==> config.mk <==
export PLATFORM = sky130hd
export DESIGN_NAME = ps2_scan_rx
export DESIGN_NICKNAME = d
export VERILOG_FILES = /design/src/rtl/ps2_scan_rx.sv
export SDC_FILE = /design/constraint.sdc
export NUM_CORES = 1
export LEC_CHECK = 0
export BUFFER_PORTS_ARGS = -buffer_cell sky130_fd_sc_hd__buf_2
export CORE_UTILIZATION = 34
export CTS_CLUSTER_SIZE = 12
export DETAILED_ROUTE_END_ITERATION = 7
export GPL_ROUTABILITY_DRIVEN = 0
export MAX_ROUTING_LAYER = met4
export PLACE_DENSITY_LB_ADDON = 0.15
export SKIP_LAST_GASP = 1
export SYNTH_ARGS = -nofsm -noshare
export SYNTH_HDL_FRONTEND = slang
export SYNTH_SLANG_ARGS = --single-unit
==> constraint.sdc <==
create_clock -name clk -period 2.29 [get_ports clk]
set_clock_uncertainty 0.1 [all_clocks]
set_input_delay 0.1145 -clock clk [delete_from_list [all_inputs] [get_ports clk]]
set_output_delay 0.1145 -clock clk [all_outputs]
set_load 0.05 [all_outputs]
==> src/rtl/ps2_scan_rx.sv <==
// ps2_scan_rx -- PS/2 keyboard receiver with prefix merging and an event FIFO.
//
// The raw ps2clk/ps2data lines are synchronised, and ps2clk is glitch-filtered.
// The receiver assembles 11-bit frames (start, 8 data bits LSB first, odd
// parity, stop) and aborts a stalled frame after a timeout. Each good byte
// goes to an assembler that folds E0 (extended) and F0 (break) prefixes into
// one make/break event. Events are queued in a first-word fall-through FIFO
// with a valid/ready interface to the consumer.
//
// Optional build macro: PS2_TYPEMATIC_FILTER_EN
//   When defined, a make event is suppressed if it repeats the last pushed
//   make code and no break event has occurred since.
//
// Ports:
//   clk, rst_n      system clock, asynchronous active-low reset
//   ps2clk, ps2data raw asynchronous PS/2 lines
//   code            {E0 or 00, scan byte} of the head event (0 when empty)
//   code_break      head event is a key release
//   code_valid      FIFO non-empty
//   code_ready      consumer takes the head event when code_valid=1
//   frame_err       one-cycle pulse on framing/parity/timeout error
//   overflow        one-cycle pulse when an event is dropped on a full FIFO
//   fifo_level      number of occupied FIFO entries
module ps2_scan_rx #(
  parameter int SYNC_STAGES = 2,
  parameter int FILTER_LEN  = 4,
  parameter int TIMEOUT_CYC = 50000,
  parameter int FIFO_DEPTH  = 8
) (
  input  logic                          clk,
  input  logic                          rst_n,
  input  logic                          ps2clk,
  input  logic                          ps2data,
  output logic [15:0]                   code,
  output logic                          code_break,
  output logic                          code_valid,
  input  logic                          code_ready,
  output logic                          frame_err,
  output logic                          overflow,
  output logic [$clog2(FIFO_DEPTH):0]   fifo_level
);

  localparam int AW = $clog2(FIFO_DEPTH);
  localparam int LW = AW + 1;
  localparam int FW = (FILTER_LEN > 1) ? $clog2(FILTER_LEN) : 1;
  localparam int TW = $clog2(TIMEOUT_CYC + 1);

  // ---------------------------------------------------------------- sync
  // Reset to 1 so the idle-high lines never produce a false falling edge.
  logic [SYNC_STAGES-1:0] clk_sync, dat_sync;
  logic                   s_clk, s_dat;

  always_ff @(posedge clk or negedge rst_n) begin
    if (!rst_n) begin
      clk_sync <= '1;
      dat_sync <= '1;
    end else begin
      clk_sync <= {clk_sync[SYNC_STAGES-2:0], ps2clk};
      dat_sync <= {dat_sync[SYNC_STAGES-2:0], ps2data};
    end
  end

  assign s_clk = clk_sync[SYNC_STAGES-1];
  assign s_dat = dat_sync[SYNC_STAGES-1];

  // -------------------------------------------------------------- filter
  // The filtered clock follows the synced clock only after FILTER_LEN
  // consecutive samples disagree with it. Any agreeing sample restarts the run.
  logic          filt, filt_d;
  logic [FW-1:0] fcnt;
  logic          strobe;

  always_ff @(posedge clk or negedge rst_n) begin
    if (!rst_n) begin
      filt   <= 1'b1;
      filt_d <= 1'b1;
      fcnt   <= '0;
    end else begin
      filt_d <= filt;
      if (s_clk == filt) begin
        fcnt <= '0;
      end else if (fcnt == FW'(FILTER_LEN - 1)) begin
        filt <= s_clk;
        fcnt <= '0;
      end else begin
        fcnt <= fcnt + 1'b1;
      end
    end
  end

  assign strobe = filt_d & ~filt;

  // ----------------------------------------------------------- frame FSM
  typedef enum logic [1:0] {S_IDLE, S_DATA, S_PARITY, S_STOP} state_t;

  state_t        state;
  logic [7:0]    shreg;
  logic [2:0]    bitcnt;
  logic          par_bit;
  logic [TW-1:0] tcnt;
  logic          byte_vld;
  logic [7:0]    byte_q;

  always_ff @(posedge clk or negedge rst_n) begin
    if (!rst_n) begin
      state     <= S_IDLE;
      shreg     <= '0;
      bitcnt    <= '0;
      par_bit   <= 1'b0;
      tcnt      <= '0;
      byte_vld  <= 1'b0;
      byte_q    <= '0;
      frame_err <= 1'b0;
    end else begin
      byte_vld  <= 1'b0;
      frame_err <= 1'b0;

      // The stall timer runs only while a frame is open, and every edge restarts it.
      if (strobe || state == S_IDLE) tcnt <= '0;
      else                           tcnt <= tcnt + 1'b1;

      if (state != S_IDLE && !strobe && tcnt == TW'(TIMEOUT_CYC - 1)) begin
        state     <= S_IDLE;
        frame_err <= 1'b1;
        tcnt      <= '0;
      end else if (strobe) begin
        case (state)
          S_IDLE: begin
            if (!s_dat) begin
              state  <= S_DATA;
              bitcnt <= '0;
            end
          end
          S_DATA: begin
            shreg  <= {s_dat, shreg[7:1]};
            bitcnt <= bitcnt + 1'b1;
            if (bitcnt == 3'd7) state <= S_PARITY;
          end
          S_PARITY: begin
            par_bit <= s_dat;
            state   <= S_STOP;
          end
          S_STOP: begin
            state <= S_IDLE;
            if ((^{shreg, par_bit}) && s_dat) begin
              byte_vld <= 1'b1;
              byte_q   <= shreg;
            end else begin
              frame_err <= 1'b1;
            end
          end
          default: state <= S_IDLE;
        endcase
      end
    end
  end

  // ----------------------------------------------------------- assembler
  logic        ext, brk;
  logic        ev_vld, ev_brk, suppress, push, pop, full, wr_en;
  logic [15:0] ev_code;

  assign ev_vld  = byte_vld && byte_q != 8'hE0 && byte_q != 8'hF0;
  assign ev_code = {(ext ? 8'hE0 : 8'h00), byte_q};
  assign ev_brk  = brk;

  always_ff @(posedge clk or negedge rst_n) begin
    if (!rst_n) begin
      ext <= 1'b0;
      brk <= 1'b0;
    end else if (frame_err) begin
      // frame_err is exclusive with byte_vld, so a bad frame always resets the prefixes.
      ext <= 1'b0;
      brk <= 1'b0;
    end else if (byte_vld) begin
      if (byte_q == 8'hE0) begin
        ext <= 1'b1;
      end else if (byte_q == 8'hF0) begin
        brk <= 1'b1;
      end else begin
        ext <= 1'b0;
        brk <= 1'b0;
      end
    end
  end

`ifdef PS2_TYPEMATIC_FILTER_EN
  logic [15:0] last_code;
  logic        last_vld;

  assign suppress = ev_vld && !ev_brk && last_vld && last_code == ev_code;

  always_ff @(posedge clk or negedge rst_n) begin
    if (!rst_n) begin
      last_code <= '0;
      last_vld  <= 1'b0;
    end else if (wr_en && !ev_brk) begin
      last_code <= ev_code;
      last_vld  <= 1'b1;
    end else if (ev_vld && ev_brk) begin
      last_vld  <= 1'b0;
    end
  end
`else
  assign suppress = 1'b0;
`endif

  // ---------------------------------------------------------------- FIFO
  logic [16:0]   mem [FIFO_DEPTH];
  logic [AW-1:0] wr_ptr, rd_ptr;

  assign push       = ev_vld && !suppress;
  assign code_valid = (fifo_level != '0);
  assign pop        = code_valid && code_ready;
  assign full       = (fifo_level == LW'(FIFO_DEPTH));
  // A pop in the same cycle frees a slot, so a push into a full FIFO still lands.
  assign wr_en      = push && (!full || pop);

  always_ff @(posedge clk) begin
    if (wr_en) mem[wr_ptr] <= {ev_brk, ev_code};
  end

  always_ff @(posedge clk or negedge rst_n) begin
    if (!rst_n) begin
      wr_ptr     <= '0;
      rd_ptr     <= '0;
      fifo_level <= '0;
      overflow   <= 1'b0;
    end else begin
      overflow <= push && !wr_en;
      if (wr_en) wr_ptr <= wr_ptr + 1'b1;
      if (pop)   rd_ptr <= rd_ptr + 1'b1;
      case ({wr_en, pop})
        2'b10:   fifo_level <= fifo_level + 1'b1;
        2'b01:   fifo_level <= fifo_level - 1'b1;
        default: fifo_level <= fifo_level;
      endcase
    end
  end

  assign code       = code_valid ? mem[rd_ptr][15:0] : 16'h0000;
  assign code_break = code_valid ? mem[rd_ptr][16]   : 1'b0;

endmodule

Word level (Yosys, flattened, before mapping)
Memories as Yosys holds them, arrays and structs flattened.
Cells that the tools add are included.
{"block": "op_classes", "mul": 0, "shift": 0, "mux": 33, "div": 0, "n_addsub": 7, "n_reduce_logical": 29, "eq_ne": 19, "n_bitwise": 4, "n_lt_le_gt_ge": 0}
{"op": "16-bit 2-to-1 mux", "n": 3}
{"op": "1-bit 2-to-1 mux", "n": 19}
{"op": "16-bit by 1-bit adder with 16-bit output, second input constant", "n": 1}
{"op": "16-bit equality test, second input constant", "n": 1}
{"op": "8-bit equality test, second input constant", "n": 2}
{"op": "8-bit != test, second input constant", "n": 2}
{"op": "2-bit 2-to-1 mux", "n": 6}
{"op": "2-bit nonzero test", "n": 5}
{"op": "3-bit by 1-bit adder with 3-bit output, second input constant", "n": 3}
{"op": "3-bit AND reduction", "n": 3}
{"op": "9-bit parity", "n": 1}
{"op": "2-bit equality test, second input constant", "n": 4}
{"op": "1-bit logical AND", "n": 8}
{"op": "8-bit 2-to-1 mux", "n": 1}
{"op": "2-bit one-hot mux with 4 select lines", "n": 1}
{"op": "4-bit one-hot mux with 2 select lines", "n": 1}
{"op": "4-bit AND reduction", "n": 2}
{"op": "3-bit != test, second input constant", "n": 2}
{"op": "3-bit one-hot mux with 2 select lines", "n": 1}
{"op": "2-bit AND reduction", "n": 3}
{"op": "4-bit by 1-bit adder with 4-bit output, second input constant", "n": 1}
{"op": "2-bit by 1-bit equality test with 1-bit output, second input constant", "n": 2}
{"op": "4-bit equality test, second input constant", "n": 1}
{"op": "2-bit != test, second input constant", "n": 2}
{"op": "other kinds (12)", "n": 17}
{"block": "totals", "mem_bits_ro": 0, "wordCells": 112, "output_inout_bits": 24, "mem_count": 1, "ramBits": 136, "input_bits": 5, "latchBits": 0, "ff_bits": 61}
{"name": "mem", "depth": 8, "word_bits": 17, "read_ports": 1, "rd_clocked_by_memory_dff": 0, "write_ports": 1, "line_no": "209", "rtl": "logic [16:0] mem [FIFO_DEPTH];"}

Depth between registers and ports, before layout
Gate-level depths: netlist (run 1).
{"block": "depth", "ltp_word": 7, "mapped_depth": 12}

Least setup slack after synthesis (run 1)
OpenSTA, ideal clock, no wires.
{"block": "synth_path", "path_kind": "flip-flop to flip-flop", "start": "reg fifo_level[0]", "end": "reg fifo_level[3]", "path_stages_with_launch": 13, "setup_ns": 0.142, "t_required_ns": 2.048, "path_slack_ns": -0.720, "period_less_slack_ns": 3.010, "arrival_time_ns": 2.768, "path_cell_list": "dfrtp_1 -> or3_1 -> nor2_1 -> inv_1 -> nand2_2 -> or2_2 -> inv_2 -> ha_1 -> a21o_1 -> a21o_1 -> nor3_1 -> a31oi_1 -> xnor2_1"}
{"block": "synth_between", "elab_chain_cells": 6, "word_cells_on_any_way": 12}
{"element": "start, declared", "line_no": "40", "rtl": "output logic [$clog2(FIFO_DEPTH):0] fifo_level"}
{"element": "start signal, assigned", "line_no": "234", "rtl": "2'b10: fifo_level <= fifo_level + 1'b1;"}
{"element": "start signal, assigned", "line_no": "235", "rtl": "2'b01: fifo_level <= fifo_level - 1'b1;"}
{"element": "start signal, assigned", "line_no": "236", "rtl": "default: fifo_level <= fifo_level;"}
{"element": "4-bit nonzero test *", "line_no": "213", "rtl": "assign code_valid = (fifo_level != '0);"}
{"element": "via code_valid", "line_no": "36", "rtl": "output logic code_valid,"}
{"element": "1-bit logical AND *", "line_no": "214", "rtl": "assign pop = code_valid && code_ready;"}
{"element": "1-bit logical OR", "line_no": "217", "rtl": "assign wr_en = push && (!full || pop);"}
{"element": "1-bit logical AND", "line_no": "217"}
{"element": "2-bit by 1-bit equality test with 1-bit output or 2-bit equality test (tied branches)", "line_no": "233", "rtl": "case ({wr_en, pop})"}
{"element": "4-bit one-hot mux with 2 select lines or 2-bit nonzero test (tied branches)"}
The timed path passes the listed nets; every way through them passes the cells marked *.
A chain may end at the register's enable or synchronous reset.

Worst setup path in the final report (run 1)
{"block": "layout_path", "start": "reg byte_q[2]", "end": "reg fifo_level[3]"}
{"block": "layout_between", "elab_chain_cells": 6, "word_cells_on_any_way": 9}
{"element": "start, declared", "line_no": "102", "rtl": "logic [7:0] byte_q;"}
{"element": "start signal, assigned", "line_no": "147", "rtl": "byte_q <= shreg;"}
{"element": "8-bit != test", "line_no": "163", "rtl": "assign ev_vld = byte_vld && byte_q != 8'hE0 && byte_q != 8'hF0;"}
{"element": "1-bit logical AND", "line_no": "163"}
{"element": "1-bit logical AND *", "line_no": "163"}
{"element": "1-bit logical AND *", "line_no": "217"}
{"element": "2-bit by 1-bit equality test with 1-bit output or 2-bit equality test (tied branches)", "line_no": "233"}
{"element": "4-bit one-hot mux with 2 select lines or 2-bit nonzero test (tied branches)"}
Every way passes the cells marked *; elsewhere a longest branch is shown, timed or not.

==> flow_summary_export.csv, run 1 <==
group,metric,value,unit
status,outcome,"finished with violations",
status,violations,"setup timing",
detailed_routing,dr.pass1.iters,4,
cts,cts_tree,"built",
sta,maxSlewViolCount,0,
logic_synthesis,syn_area_per_cell,15.9,um2
logic_synthesis,ys_seq_area_share,66.8,%
global_routing,grt-ovfl-total,0,
finish,drive_above_1_share,35.4,%
pwr,p_int,0.00620,W
critical_path,worst-path-max-fanout,3,
logic_synthesis,synth-main-ff-cell,"edfxtp_1",
global_routing,use_met3,3.12,%
run,drv_cap,0,
floorplan,rows,47,
detailed_routing,wl_per_cell,16.3,um
floorplan,die_w,134,um
cts,path_clk_slew,0.06,ns
cts,clk_path_buf_depth,2,
sta,postLayoutSetupSlackWorst,-0.0150,ns
detailed_routing,drt_first_iter_violations,158,
floorplan,initial_core_util,35.2,%
floorplan,core,16800,um2
logic_synthesis,synth_seq_cells,141,
floorplan,fp.dieH,134,um
sta,finalCriticalPeriod,2.30,ns
sta,finalSetupViolations,1,
placed_design,dpl.cell_count,636,
pwr,ir_drop,822,uV
pwr,switching_power,0.00350,W
cts,clkSinkCount,141,
cts,insertion_delay,0.41,ns
sta,tightest_slew,0.632,ns
detailed_routing,via_count,3174,
logic_synthesis,syn_area,5890,um2
critical_path,critical_path_arrival,2.55,ns
critical_path,critPathRequiredTime,2.53,ns
floorplan,dieArea,17900,um2
global_routing,grt_use_total,13.9,%
sta,slew_headroom,57.9,%
global_routing,grt_max_degree,37,
logic_synthesis,synth-edff-count,80,
pwr,totalPowerFinal,0.00970,W
pwr,p_clk_share,27.4,%
placed_design,dp_hpwl,7170,um
global_routing,grt_pass1_wl,17600,um
sta,post-route-period-util,101,%
logic_synthesis,postSynthCellCount,371,
global_routing,use_met2,23.0,%
sta,whs,0.148,ns
finish,nNetsFinal,463,
critical_path,crit_type,"reg -> reg",
finish,multi_input_area,1900,um2
global_routing,grt.busiest_layer,"met2",
global_routing,grt_pass1_vias,3270,
cts,htreeDepth,4,
pwr,powerDensity,1320,nW/um2
placed_design,placed_cell_area,6640,um2
detailed_routing,routed_wl,11100,um
global_routing,grtUsageMet1,16.0,%
finish,n_antenna_cell,0,
global_routing,antenna_found_initial,0,
logic_synthesis,async_reset_ff_share,43.3,%
cts,cts_root_buffer,"clkbuf_16",
finish,fillers,1520,
placed_design,portBuffers,23,
pwr,p_leak,2.91,nW
pwr,comb_power_share,37.0,%
detailed_routing,viasPerCell,4.69,
finish,seq_area,3940,um2
sta,fin_tns_setup,-0.0150,ns
critical_path,critPathCaptureType,"flop",
pwr,pwr-share-seq,35.6,%
sta,clock.fmax,434,MHz
sta,hold_viol_final,0,
detailed_routing,ant_nets,0,
pwr,p_sw_share,36.1,%
detailed_routing,drc,0,
logic_synthesis,ys_warn_count,0,
sta,rsz0062_at_grt,"true",
finish,final_cell_area,7370,um2
finish,instances_no_fill,677,
hold_path,hp-class,"in -> async",
floorplan,ios,29,
critical_path,cp-start-kind,"flop",
finish,syn_to_final_growth,25.0,%
cts,numCtsBuffers,17,
logic_synthesis,synth.distinct_cells,46,
Yosys cell counts (2+ instances only):
master,number,area share (%)
a21o_1,2,0.25
a21oi_1,2,0.17
a32o_1,2,0.34
and4_1,2,0.30
buf_2,3,0.25
buf_4,7,0.89
clkbuf_1,5,0.32
dfrtp_1,55,23
dfstp_2,6,2.7
edfxtp_1,80,41
ha_1,13,2.8
inv_1,11,0.70
mux2_2,21,4.0
mux2i_1,12,2.0
mux4_2,20,7.6
nand2_1,14,0.89
nand2b_1,3,0.32
nand3_1,6,0.51
nand4_1,3,0.32
nor2_1,39,2.5
nor2b_1,3,0.32
nor3_1,10,0.85
nor4b_1,2,0.30
o21ai_0,3,0.25
xnor2_1,20,3.0
xor2_1,7,1.0
sequential cells by signal (all words and copies together) (netlist names), 2 cells and up:
| register | count |
|---|---|
| bitcnt | 3 |
| clk_sync | 2 |
| state | 2 |
| byte_q | 8 |
| rd_ptr | 3 |
| wr_ptr | 3 |
| shreg | 8 |
| fifo_level | 4 |
| tcnt | 16 |
| fcnt | 2 |
| dat_sync | 2 |
| mem | 80 |
critical path, stage by stage (launching register included):
cell	delay, ns
dfrtp_1	0.37
nand4b_1	0.18
o41a_1	0.37
or2_4	0.26
inv_4	0.07
ha_4	0.18
a21o_1	0.14
a21o_1	0.20
a31oi_1	0.22
xnor2_1	0.14
stage by stage:
stage	util (%)	setup slack [ns]
3_5_place_dp	39.6	-0.148
2_1_floorplan	-	-0.270
4_1_cts	43.4	-0.121
3_3_place_gp	39.6	-0.0997
6_report	44.0	-0.0150
5_1_grt	44.0	-0.123
final cells by class:
class | instances | area share [%]
Inverter | 12 | 0.713
Tap cell | 220 | 3.74
Multi-Input combinational cell | 207 | 25.8
Timing Repair Buffer | 65 | 8.44
Clock buffer | 17 | 5.77
Clock inverter | 15 | 2.05
Sequential cell | 141 | 53.5
power groups by stage:
| stage | Sequential [W] | Clock [W] | Combinational [W] |
|---|---|---|---|
| after detailed placement | 0.00349 | 0 | 0.00345 |
| after CTS | 0.00344 | 0.00274 | 0.00348 |
| after global routing | 0.00351 | 0.00284 | 0.00390 |
| final | 0.00345 | 0.00266 | 0.00359 |
| after floorplan | 0.00357 | 0 | 0.00245 |
| after global placement | 0.00347 | 0 | 0.00340 |
kinds of logic (layout without fill, tap and decap cells):
group,after synthesis,after routing,synth area share (%)
adder cells (fa/ha/maj),14,14,3.10
flip-flops,141,141,66.8
XOR/XNOR,29,29,4.67
buffers and inverters,27,109,2.23
multiplexers,53,53,13.7
AND/OR/NAND/NOR,90,90,7.43
other,1,5,0.0636
AO/OA/AOI/OAI,16,16,2.02
cell usage in the layout, fill, tap and decap left out, types with 2 or more instances in the layout:
| cell | n |
|---|---|
| a21o_1 | 2 |
| a21oi_1 | 2 |
| a32o_1 | 2 |
| and4_1 | 2 |
| buf_12 | 10 |
| buf_2 | 16 |
| buf_4 | 32 |
| clkbuf_16 | 19 |
| clkinv_4 | 3 |
| clkinvlp_4 | 2 |
| conb_1 | 5 |
| dfrtp_1 | 51 |
| dfrtp_2 | 4 |
| dfstp_2 | 6 |
| dlygate4sd3_1 | 4 |
| edfxtp_1 | 80 |
| ha_1 | 12 |
| inv_1 | 10 |
| inv_6 | 7 |
| inv_8 | 2 |
| mux2_2 | 21 |
| mux2i_1 | 10 |
| mux2i_2 | 2 |
| mux4_2 | 20 |
| nand2_1 | 14 |
| nand2b_1 | 3 |
| nand3_1 | 6 |
| nand4_1 | 3 |
| nor2_1 | 37 |
| nor2b_1 | 3 |
| nor3_1 | 7 |
| nor3_2 | 3 |
| nor4b_1 | 2 |
| o21ai_0 | 3 |
| xnor2_1 | 20 |
| xor2_1 | 7 |
worst paths after layout:
path	end	from	slack (ns)	depth (start not counted)
setup / recovery	fifo_level[3]	byte_q[2]	-0.01	9
hold / removal	tcnt[9]	rst_n	0.15	2
setup reg to reg	fifo_level[3]	byte_q[2]	-0.01	9
hold reg to reg	dat_sync[1]	dat_sync[0]	0.26	0
max in group asynchronous	filt_d	rst_n	1.26	3
min in group clk	dat_sync[0]	ps2data	0.24	2
routing by layer:
layer  wire length [um]  part of all wire, %
met1               4900                   44
met2               5740                   52
met3                222                  2.0
met4                201                  1.8
met5                  0                    0
timing repair:
action,4_1_cts,5_1_grt
cloned,0,2
endpoints found under the setup margin,2,73
hold buffers,4,0
buffers inserted,1,2
resized for setup,2,18
hold endpoints to repair,27,0
pin swaps,6,1
No activity file was read; power rests on OpenSTA's default activity.
==> run 2, diff against run 1 <==
Settings changed: CORE_UTILIZATION 34 to 40, GPL_TIMING_DRIVEN set to 0.
==> flow_summary_export.csv, run 2 (synthesis results as in run 1) <==
group,metric,value,unit
finish,layout_common_cells,"80 x edfxtp_1, 44 x dfrtp_1, 31 x nor2_1",
pwr,comb_power_share,38.0,%
run,drv_cap,0,
critical_path,crit_top_cell,"a21o_1",
sta,finalSetupViolations,2,
detailed_routing,dr.pass1.iters,4,
global_routing,grt-ovfl-total,0,
finish,drive_above_1_share,38.6,%
floorplan,dieArea,15200,um2
floorplan,ios,29,
finish,final_cell_area,7510,um2
critical_path,worst-path-max-fanout,10,
sta,clock.fmax,414,MHz
placed_design,placed_cell_area,6300,um2
sta,hold_viol_final,0,
pwr,p_int,0.00639,W
critical_path,crit_chain,"o41a_1 > or2_4 > inv_4 > ha_4 > a21o_1 > a21o_1 > nor3_2 > a31oi_1 > xnor2_1",
cts,cts_root_buffer,"clkbuf_16",
pwr,ir_drop,694,uV
global_routing,grt_max_degree,62,
critical_path,critPathCaptureType,"flop",
pwr,p_leak,2.94,nW
pwr,p_sw_share,35.0,%
detailed_routing,routed_wl,10400,um
sta,finalCriticalPeriod,2.42,ns
cts,clkSinkCount,141,
critical_path,crit_type,"reg -> reg",
critical_path,r2r_cells,9,
floorplan,die_w,123,um
finish,largest_register_ffs,80,
status,violations,"setup timing",
detailed_routing,viasPerCell,4.97,
critical_path,cp-start-kind,"flop",
finish,fin_util,53.1,%
critical_path,cp_slowest_cell,"o41a_1",
placed_design,dp_hpwl,6480,um
global_routing,grt_pass1_wl,17600,um
hold_path,hp-class,"in -> reg",
critical_path,slowest_delay,0.52,ns
cts,clk_path_buf_depth,2,
pwr,pwr-share-seq,35.2,%
cts,insertion_delay,0.42,ns
finish,regMostFlops,"mem",
hold_path,min_path_cells,4,
critical_path,r2r_start,"byte_q[1]",
floorplan,rows,43,
pwr,powerDensity,1310,nW/um2
global_routing,grt_use_total,16.5,%
detailed_routing,drt_first_iter_violations,144,
finish,nNetsFinal,472,
critical_path,r2r_slack,-0.13,ns
cts,cts_tree,"built",
sta,maxSlewViolCount,0,
finish,syn_to_final_growth,27.4,%
floorplan,initial_core_util,41.6,%
critical_path,endpoint,"fifo_level[3]",
pwr,p_clk_share,26.8,%
cts,numCtsBuffers,17,
status,outcome,"finished with violations",
detailed_routing,via_count,3212,
critical_path,crit_start,"byte_q[1]",
global_routing,grt_pass1_vias,3321,
floorplan,fp.dieH,123,um
sta,postLayoutSetupSlackWorst,-0.126,ns
finish,final_common_cell,"edfxtp_1",
critical_path,critPathRequiredTime,2.49,ns
critical_path,r2r_end,"fifo_level[3]",
placed_design,portBuffers,23,
pwr,switching_power,0.00345,W
detailed_routing,wl_per_cell,16.0,um
floorplan,core,14100,um2
cts,htreeDepth,4,
detailed_routing,drc,0,
sta,post-route-period-util,105,%
critical_path,critical_path_arrival,2.61,ns
sta,slew_headroom,48.4,%
finish,top_regs,"mem (80), tcnt (16)",
sta,rsz0062_at_grt,"true",
finish,n_antenna_cell,0,
global_routing,antenna_found_initial,0,
sta,tightest_slew,0.774,ns
detailed_routing,ant_nets,0,
cts,path_clk_slew,0.06,ns
## run 2: cell count changes in the layout (fill, tap and decap cells not counted), sizes merged
| cell | change |
|---|---|
| inv | -8 |
| buf | +5 |
| clkinv | +4 |
| clkinvlp | +3 |
| clkbuf | +2 |
| dlygate4sd3 | +2 |
| bufinv | +1 |
## run 2: worst min path at each step
stage,slack (ns),to,start
final,0.06,fifo_level[1],code_ready
after floorplan,-0.28,bitcnt[0],rst_n
after global placement,0.12,clk_sync[0],ps2clk
after CTS,0.04,fifo_level[1],code_ready
after detailed placement,0.12,clk_sync[0],ps2clk
after global routing,0.08,fifo_level[1],code_ready
## run 2: area by class of cell
| type | count | area [um2] |
|---|---|---|
| fill | 1158 | 6640 |
| sequential | 141 | 3950 |
| timing repair buffer | 60 | 598 |
| inverter | 12 | 52.6 |
| clock buffer | 17 | 425 |
| multi-input combinational | 207 | 1970 |
| clock inverter | 15 | 150 |
| tap | 180 | 225 |
| buffer | 14 | 131 |
## run 2: timing repair
| action | in CTS | in global routing |
|---|---|---|
| hold buffers | 6 | 0 |
| pin swaps | 12 | 3 |
| endpoints found under the setup margin | 95 | 45 |
| cloned | 0 | 0 |
| endpoints found under the hold margin | 61 | 0 |
| setup buffers | 25 | 7 |
| gates resized for setup | 40 | 28 |
## run 2: metrics by stage
stage	hold WS [ns]	instances	power, W	TNS (ns)	setup slack [ns]
finish	0.0641	646	0.00984	-0.175	-0.126
global route	0.0839	646	0.0104	-1.37	-0.247
CTS	0.0355	641	0.00980	-0.332	-0.218
detailed placement	0.123	578	0.00672	-51.86	-0.715
global placement	0.122	578	0.00667	-49.21	-0.680
floorplan	-0.281	375	0.00602	-0.324	-0.270
## run 2: power groups by stage
stage	clock network [W]	registers [W]	logic, W
2_1_floorplan	0	0.00357	0.00245
3_3_place_gp	0	0.00351	0.00315
3_5_place_dp	0	0.00353	0.00319
4_1_cts	0.00271	0.00346	0.00362
5_1_grt	0.00282	0.00353	0.00409
6_report	0.00264	0.00346	0.00374
## run 2: layer usage
metal / share of wire (%) / up-vias / GRT usage, %
li1: - / 1534 / -
met1: 45 / 1603 / 20.0
met2: 49 / 58 / 25.7
met3: 3.8 / 17 / 4.29
met4: 1.9 / 0 / 8.13
met5: 0 / - / -
## run 2: critical path: cells and delay by family, from the launching register on
kind	cells	cell delay (ns)
xor gates and xnor gates	1	0.13
adders and majority gates	1	0.19
buffers and inverters	1	0.07
and+or+nand+nor	2	0.43
DFF	1	0.47
AOI/OAI and AO/OA	4	0.91
==> run 3, diff against run 2 <==
Settings changed: ABC_AREA set to 1.
==> flow_summary_export.csv, run 3 <==
group,metric,value,unit
critical_path,slowest_delay,0.54,ns
logic_synthesis,postSynthCellCount,641,
detailed_routing,drc,0,
critical_path,worst-path-buf-inv,2,
global_routing,antenna_found_initial,0,
floorplan,initial_core_util,41.6,%
sta,maxSlewViolCount,0,
global_routing,grt-ovfl-total,0,
sta,clock.fmax,442,MHz
cts,insertion_delay,0.42,ns
critical_path,critPathRequiredTime,2.24,ns
placed_design,pre_cts_slack,-0.481,ns
floorplan,ios,29,
critical_path,cpLargestDelayFamily,"simple AND/OR/NAND/NOR gates",
run,drv_cap,0,
critical_path,worst-path-max-fanout,10,
logic_synthesis,synth-edff-count,80,
detailed_routing,via_count,4663,
logic_synthesis,synth_seq_cells,141,
finish,largest_register_ffs,80,
floorplan,fp.dieH,129,um
pwr,powerDensity,1310,nW/um2
floorplan,core,15400,um2
sta,rsz0062_at_grt,"true",
logic_synthesis,ys_warn_count,0,
global_routing,grt_pass1_vias,4569,
logic_synthesis,synth.most_common_cell,"nor2_1",
critical_path,cp-start-kind,"flop",
logic_synthesis,synth-main-ff-cell,"edfxtp_1",
logic_synthesis,synth_xor_area_share,1.36,%
critical_path,critPathCaptureType,"flop",
critical_path,r2r_cells,9,
sta,finalCriticalPeriod,2.26,ns
cts,clk_path_buf_depth,2,
critical_path,r2r_start,"byte_q[6]",
finish,instances_no_fill,933,
logic_synthesis,synth.distinct_cells,38,
sta,finalSetupViolations,0,
detailed_routing,viasPerCell,5.00,
cts,numCtsBuffers,17,
global_routing,grt_pass1_wl,22900,um
logic_synthesis,synth_top_area_share,37.4,%
logic_synthesis,syn_area,6420,um2
logic_synthesis,synth_mux_area_share,0,%
detailed_routing,dr.pass1.iters,5,
cts,htreeDepth,4,
logic_synthesis,synthTopCellsByArea,"edfxtp_1 37%, dfrtp_1 21%, nor2_1 7.1%, nand2_1 6.8%, o21ai_0 3.8%",
pwr,p_leak,3.27,nW
pwr,totalPowerFinal,0.0103,W
cts,cts_tree,"built",
finish,regMostFlops,"mem",
critical_path,crit_type,"reg -> reg",
sta,slew_headroom,49.7,%
logic_synthesis,synth-simple-area-share,21.2,%
cts,clkSinkCount,141,
critical_path,r2r_end,"mem[1][1]",
logic_synthesis,yosys.area_share.adder,2.84,%
finish,n_antenna_cell,0,
placed_design,dpl.cell_count,879,
detailed_routing,routed_wl,14200,um
logic_synthesis,ys_seq_area_share,61.3,%
detailed_routing,drt_first_iter_violations,405,
critical_path,critical_path_arrival,2.21,ns
sta,postLayoutSetupSlackWorst,0.0294,ns
status,outcome,"finished clean",
detailed_routing,ant_nets,0,
floorplan,die_w,129,um
finish,syn_to_final_growth,23.1,%
finish,nNetsFinal,728,
floorplan,rows,45,
cts,path_clk_slew,0.06,ns
critical_path,cp_slowest_cell,"nor2_2",
sta,post-route-period-util,98.7,%
detailed_routing,wl_per_cell,15.3,um
hold_path,hp-class,"in -> async",
logic_synthesis,synth_top_family_by_area,"simple AND/OR/NAND/NOR gates",
finish,final_common_cell,"nand2_1",
global_routing,grt_use_total,19.3,%
sta,tightest_slew,0.755,ns
floorplan,dieArea,16600,um2
global_routing,grt_max_degree,62,
logic_synthesis,syn_area_per_cell,10.0,um2
finish,top_regs,"mem (80), tcnt (16)",
placed_design,portBuffers,23,
finish,drive_above_1_share,23.0,%
placed_design,dp_hpwl,9020,um
logic_synthesis,synth_commonest_cells,"122 x nor2_1, 117 x nand2_1, 80 x edfxtp_1",
pwr,ir_drop,1200,uV
critical_path,crit_top_cell,"nand2_1",
sta,hold_viol_final,0,
finish,layout_common_cells,"116 x nand2_1, 109 x nor2_1, 80 x edfxtp_1",
critical_path,crit_chain,"nand2_1 > inv_1 > nand2_1 > nor2_1 > nor2_2 > nand3_1 > inv_1 > nand2_1 > nor2_2",
logic_synthesis,synth_compound_area_share,7.54,%
logic_synthesis,async_reset_ff_share,43.3,%
cts,cts_root_buffer,"clkbuf_16",
critical_path,r2r_slack,0.03,ns
logic_synthesis,synth_area_leader_cell,"edfxtp_1",
==> run 3: worst register-to-register path, cell delays in order (launching register included) <==
cell	delay (ns)
dfrtp_2	0.42
nand2_1	0.09
inv_1	0.04
nand2_1	0.06
nor2_1	0.05
nor2_2	0.14
nand3_1	0.14
inv_1	0.13
nand2_1	0.18
nor2_2	0.54
==> run 3: kinds of logic after synthesis <==
group	after synthesis
XOR/XNOR	10
flip-flops	141
AND/OR/NAND/NOR	307
AO/OA/AOI/OAI	81
adder cells (fa/ha/maj)	14
buffers and inverters	87
other	1
==> run 3: report_power, final <==
group / switching (W) / internal, W / leakage (nW)
combinational: 0.00289 / 0.00150 / 1.54
clock: 0.00111 / 0.00154 / 0.274
sequential: 0.000290 / 0.00301 / 1.46
total: 0.00429 / 0.00605 / 3.27
==> run 3: timing repair <==
item / in CTS / in global routing
endpoints found under the hold margin: 60 / 0
gates resized for setup: 55 / 47
setup endpoints to repair: 93 / 63
gates cloned: 0 / 0
hold buffers: 4 / 0
setup buffers: 10 / 8
pin swaps: 0 / 8
==> run 3: final cells by class <==
| type | count | area, um2 |
|---|---|---|
| Fill cell | 1416 | 7520 |
| Sequential cell | 141 | 3950 |
| Multi-Input combinational cell | 417 | 2320 |
| Clock buffer | 18 | 439 |
| Timing Repair Buffer | 45 | 385 |
| Tap cell | 211 | 264 |
| Inverter | 62 | 235 |
| Buffer | 25 | 180 |
| Clock inverter | 14 | 135 |
==> run 3: per-stage QoR <==
stage                     utilization [%]  hold slack (ns)  setup TNS [ns]  area (um2)
after floorplan                         -           -0.281               0        6450
after global placement               44.3            0.122          -31.92        6830
after detailed placement             44.3            0.122          -34.28        6830
after CTS                            49.7            0.210               0        7670
after global routing                 51.3            0.216           -5.21        7910
final                                51.3            0.211               0        7910
==> run 3: worst max path at each step <==
stage / start / endpoint / slack, ns / cells past startpoint
final: byte_q[6] / mem[1][1] / 0.03 / 9
after global routing: byte_q[6] / fifo_level[3] / -0.19 / 16
after CTS: fifo_level[1] / fifo_level[3] / 0.005 / 14
after detailed placement: byte_q[0] / mem[4][0] / -0.48 / 7
after global placement: byte_q[0] / mem[4][0] / -0.44 / 7
after floorplan: fifo_level[2] / fifo_level[3] / 0.03 / 14
==> run 3: layer usage <==
| layer | GRT usage, % | routed length [um] |
|---|---|---|
| met1 | 22.5 | 6140 |
| met2 | 31.2 | 7150 |
| met3 | 5.03 | 539 |
| met4 | 9.00 | 405 |
| met5 | - | 0 |
